==> src/rtl/fetch_pkg.sv <==
// Shared types and defaults for the instruction fetch controller.
package fetch_pkg;

  typedef struct packed {
    logic [31:0] pc;
    logic [31:0] instr;
  } fetch_entry_t;

  localparam logic [31:0] DEFAULT_RESET_PC  = 32'h0000_0000;
  localparam int unsigned DEFAULT_MEM_BYTES = 256;
  localparam logic [31:0] PC_INCR           = 32'd4;

endpackage

==> src/rtl/fetch_fifo.sv <==
// Synchronous fetch buffer: push, pop, flush and entry count; head data reads 0 when empty.
module fetch_fifo
  import fetch_pkg::*;
#(
  parameter int unsigned DEPTH = 2
) (
  input  logic         clk,
  input  logic         reset,
  input  logic         push,
  input  logic         pop,
  input  logic         flush,
  input  fetch_entry_t wdata,
  output fetch_entry_t rdata,
  output logic         valid,
  output logic [3:0]   count
);

  localparam int unsigned PW = (DEPTH > 1) ? $clog2(DEPTH) : 1;

  fetch_entry_t  mem [DEPTH];
  logic [PW-1:0] rd_ptr;
  logic [PW-1:0] wr_ptr;
  logic          do_push;
  logic          do_pop;

  function automatic logic [PW-1:0] ptr_inc(input logic [PW-1:0] p);
    return (p == PW'(DEPTH - 1)) ? '0 : p + PW'(1);
  endfunction

  assign valid   = (count != 4'd0);
  assign do_push = push & ~flush;
  assign do_pop  = pop & valid & ~flush;
  assign rdata   = valid ? mem[rd_ptr] : '0;

  always_ff @(posedge clk) begin
    if (reset || flush) begin
      rd_ptr <= '0;
      wr_ptr <= '0;
      count  <= '0;
    end else begin
      if (do_push) wr_ptr <= ptr_inc(wr_ptr);
      if (do_pop)  rd_ptr <= ptr_inc(rd_ptr);
      count <= count + 4'(do_push) - 4'(do_pop);
    end
  end

  // Storage needs no reset: rdata is masked whenever the buffer is empty.
  always_ff @(posedge clk) begin
    if (do_push && !reset) mem[wr_ptr] <= wdata;
  end

endmodule

==> src/rtl/instr_fetch_ctrl.sv <==
// Instruction fetch controller: PC sequencing, redirect handling and a fetch buffer.
// Optional macro FETCH_ALIGN_CHECK_EN: misaligned redirects raise sticky fetch_fault and halt fetch.
module instr_fetch_ctrl
  import fetch_pkg::*;
#(
  parameter logic [31:0] RESET_PC   = DEFAULT_RESET_PC,
  parameter int unsigned MEM_BYTES  = DEFAULT_MEM_BYTES,
  parameter int unsigned FIFO_DEPTH = 2
) (
  input  logic        clk,
  input  logic        reset,
  input  logic        fetch_en,
  output logic [31:0] imem_addr,
  input  logic [31:0] imem_instr,
  output logic        out_valid,
  input  logic        out_ready,
  output logic [31:0] out_instr,
  output logic [31:0] out_pc,
  input  logic        redirect_valid,
  input  logic [31:0] redirect_pc,
  output logic [3:0]  occupancy,
  output logic        fetch_fault
);

  localparam logic [31:0] ADDR_MASK = 32'(MEM_BYTES - 1);

  logic [31:0]  pc;
  logic [31:0]  target;
  logic         fault;
  logic         misaligned;
  logic         push;
  logic         pop;
  fetch_entry_t wentry;
  fetch_entry_t head;

  assign imem_addr = pc;
  assign target    = redirect_pc & ADDR_MASK & ~32'd3;

`ifdef FETCH_ALIGN_CHECK_EN
  assign misaligned = (redirect_pc[1:0] != 2'b00);

  always_ff @(posedge clk) begin
    if (reset) fault <= 1'b0;
    else if (redirect_valid && misaligned) fault <= 1'b1;
  end
`else
  assign misaligned = 1'b0;
  assign fault      = 1'b0;
`endif

  assign fetch_fault = fault;

  // A pop frees the slot the same-edge push writes into, so a full buffer can still stream.
  assign pop  = out_valid & out_ready & ~redirect_valid;
  assign push = fetch_en & ~redirect_valid & ~fault &
                ((32'(occupancy) < 32'(FIFO_DEPTH)) | pop);

  always_ff @(posedge clk) begin
    if (reset) begin
      pc <= RESET_PC;
    end else if (redirect_valid) begin
      if (!misaligned) pc <= target;
    end else if (push) begin
      pc <= (pc + PC_INCR) & ADDR_MASK;
    end
  end

  always_comb begin
    wentry       = '0;
    wentry.pc    = pc;
    wentry.instr = imem_instr;
  end

  fetch_fifo #(
    .DEPTH (FIFO_DEPTH)
  ) u_fifo (
    .clk   (clk),
    .reset (reset),
    .push  (push),
    .pop   (pop),
    .flush (redirect_valid),
    .wdata (wentry),
    .rdata (head),
    .valid (out_valid),
    .count (occupancy)
  );

  assign out_instr = head.instr;
  assign out_pc    = head.pc;

endmodule

==> config.mk <==
export PLATFORM = sky130hd
export DESIGN_NAME = instr_fetch_ctrl
export DESIGN_NICKNAME = d
export VERILOG_FILES = /design/src/rtl/fetch_pkg.sv /design/src/rtl/fetch_fifo.sv /design/src/rtl/instr_fetch_ctrl.sv
export SDC_FILE = /design/constraint.sdc
export NUM_CORES = 1
export LEC_CHECK = 0
export ABC_AREA = 1
export BUFFER_PORTS_ARGS = -buffer_cell sky130_fd_sc_hd__buf_2
export CAP_MARGIN = 30
export CORE_MARGIN = 2
export CORE_UTILIZATION = 30
export CTS_CLUSTER_DIAMETER = 100
export DETAILED_ROUTE_END_ITERATION = 8
export PLACE_DENSITY = 0.56
export SLEW_MARGIN = 5
export SYNTH_ARGS = -nofsm -noshare
export SYNTH_HDL_FRONTEND = slang
export SYNTH_SLANG_ARGS = --single-unit
==> constraint.sdc <==
create_clock -name clk -period 3 [get_ports clk]
set_input_delay 0.6 -clock clk [delete_from_list [all_inputs] [get_ports clk]]
set_output_delay 0.6 -clock clk [all_outputs]
set_load 0.01 [all_outputs]
==> flow_summary.json <==
{
  "status": "finished, final reports clean",
  "first_pass_iters": 4,
  "synthCells": 366,
  "drtIter0Drc": 95,
  "period_minus_slack_ps": 2459,
  "finalClockSkew_ps": 5.976,
  "yosys-top-cells-count": "edfxtp_1 (76), nand2_1 (63), buf_4 (54)",
  "io_buffers": 91,
  "p_switching_uw": 713.1,
  "synthFlopType": "edfxtp_1",
  "swShare_pct": 24.00,
  "placed_area_mm2": 0.004846,
  "power_density_mw_per_mm2": 576.1,
  "finalSetupViolCount": 0,
  "path_class": "flip-flop to primary output",
  "clk_pin_slew_worst_paths_ps": 60,
  "internal_power_uw": 2258,
  "maxCapViolations": 0,
  "fp.coreArea_mm2": 0.01437,
  "cts_buffer_depth": 2,
  "antenna_found_initial": 0,
  "seqPwrFrac_pct": 47.2,
  "antenna_left": 0,
  "grt_pass1_vias": 2476,
  "h-tree-depth": 3,
  "row_count": 44,
  "start_util_pct": 30.33,
  "yosys-top-cells-area": "edfxtp_1 (52%), buf_4 (9.3%), mux2_4 (6.9%)",
  "die_height_um": 124.5,
  "root_buffer": "clkbuf_16",
  "hold_buffers": 0,
  "post_cts.repair.setup_buffers": 0,
  "grt_use_total_pct": 10.31,
  "avgViaCountPerCell": 4.009,
  "yosys.cell_types.count": 27,
  "drive_above_1_share_pct": 34.41,
  "power_frac_clock_pct": 39.2,
  "drc": 0,
  "finalCritPeriodShare_pct": 81.96,
  "cp-end-kind": "primary output",
  "cts_tree": "yes",
  "overflow": 0,
  "cp.arrival_ps": 1860,
  "die_w_um": 124.5,
  "max-vdd-ir-drop_v": 0.0002036,
  "dieArea_mm2": 0.01551,
  "placed_cells": 634,
  "crit_fanout": 27,
  "synth_area_per_cell_um2": 11.91,
  "clk_latency_ps": 340,
  "yosysSeqAreaShare_pct": 58.34,
  "p_comb_share_pct": 13.6,
  "hold_class": "input pin to flip-flop",
  "leakage_uw": 0.002430,
  "cp.required_ps": 2400,
  "maxSlewViolCount": 0,
  "grt_pass1_wl_mm": 12.43,
  "area_growth_pct": 18.35,
  "num_vias": 2606,
  "grt_max_degree": 39,
  "worstSetupStartpointType": "flip-flop",
  "synth.top_cell.area_share_pct": 52.37,
  "synthMostInstantiatedCell": "edfxtp_1",
  "fmax_mhz": 406.7,
  "routedWlPerCell_um": 11.84,
  "synthArstFlopShare_pct": 0,
  "cts-buffers-inserted": 9,
  "synth-edff-count": 76,
  "post_cts_resized": 0,
  "dp_hpwl_mm": 5.185,
  "drt_wl_total_mm": 7.697,
  "instances_no_fill": 650,
  "total_power_uw": 2971,
  "syn_area_mm2": 0.004358,
  "finish.instance_area_mm2": 0.005157,
  "ys_ff_latch": 89,
  "io_pins": 171,
  "hold_viol_final": 0,
  "layout.nets": 538,
  "place.gp.congestion": 0.7958,
  "clkSinkCount": 89,
  "yosysWarnings": 0,
  "yosysTopAreaCell": "edfxtp_1",
  "rsz0062_at_grt": "no"
}
## area by class of cell
cell class / instances / area (um^2)
clock inverter: 6 / 83.83
inverter: 57 / 214.0
timing repair buffer: 95 / 523.0
tap: 184 / 230.2
fill: 1432 / 9211
sequential: 89 / 2544
multi-input combinational: 209 / 1335
clock buffer: 9 / 225.2
antenna: 1 / 2.502
## worst max-delay path: stages (launching register included)
cell and delay (ps):
dfxtp_1 330, inv_1 70, ha_1 240, nand3_4 220
buf_4 360, nand2_1 90, inv_1 70, buf_2 130
## per-layer routing
metal / GRT usage (%) / wire length (um) / share of wire (%)
met3: 3.565 / 492 / 6.4
met4: 4.957 / 160 / 2.1
met5: 0 / 0 / 0
met1: 12.56 / 3491 / 45
met2: 16.33 / 3552 / 46
## path summary, 6_finish.rpt
| check | startpoint | endpoint | slack [ps] | cells after the start |
|---|---|---|---|---|
| hold / removal | imem_instr[22] | u_fifo.mem[0][22] | 450 | 1 |
| setup / recovery | u_fifo.count[2] | out_pc[7] | 540 | 7 |
| hold reg to reg | u_fifo.rd_ptr | u_fifo.rd_ptr | 470 | 2 |
| setup reg to reg | u_fifo.count[2] | u_fifo.count[2] | 720 | 12 |
## flip-flops by register name, summed over array words and instances (netlist names), named ones only
signal and flops:
u_fifo.wr_ptr 1, u_fifo.rd_ptr 1, u_fifo.count 4, imem_addr 6, u_fifo.mem 76
## cells by family after synthesis
| logic type | synth area share [%] |
|---|---|
| other | 0.08605 |
| AO/OA/AOI/OAI | 2.067 |
| AND/OR/NAND/NOR | 9.245 |
| buffers and inverters | 15.85 |
| flip-flops | 58.34 |
| multiplexers | 11.54 |
| XOR/XNOR | 0.4020 |
| adder cells (fa/ha/maj) | 2.469 |
## power groups by stage
stage | Clock [uW] | Combinational, uW | Sequential, uW
global route | 1250 | 458 | 1410
floorplan | 0 | 315 | 1430
finish | 1160 | 403 | 1400
global placement | 0 | 407 | 1430
CTS | 1200 | 413 | 1400
detailed placement | 0 | 413 | 1430
## cell usage in the layout (no fill, tap or decap), types with 2 or more instances in the layout
cell type	count
conb_1	53
ha_1	7
dfxtp_1	12
o21bai_1	2
nor2_1	8
o21ai_0	5
clkinv_1	2
buf_2	91
buf_12	3
nand2_4	3
inv_1	52
bufinv_16	2
nand3_1	11
inv_2	5
nand2_1	63
nor2_4	2
a21oi_1	10
edfxtp_1	76
mux2_2	18
clkbuf_16	9
mux2_4	20
## per-stage QoR
step           hold WS [ps]  worst slack (ps)  util (%)  TNS, ps
2_1_floorplan         446.6            -161.7         -   -12290
3_3_place_gp          458.7             747.9     33.73        0
3_5_place_dp          466.2             712.5     33.73        0
4_1_cts               431.2             461.3     35.88        0
5_1_grt               434.5             319.2     35.88        0
6_report              446.7             541.1     35.89        0
(Power assumes the default switching activity.)
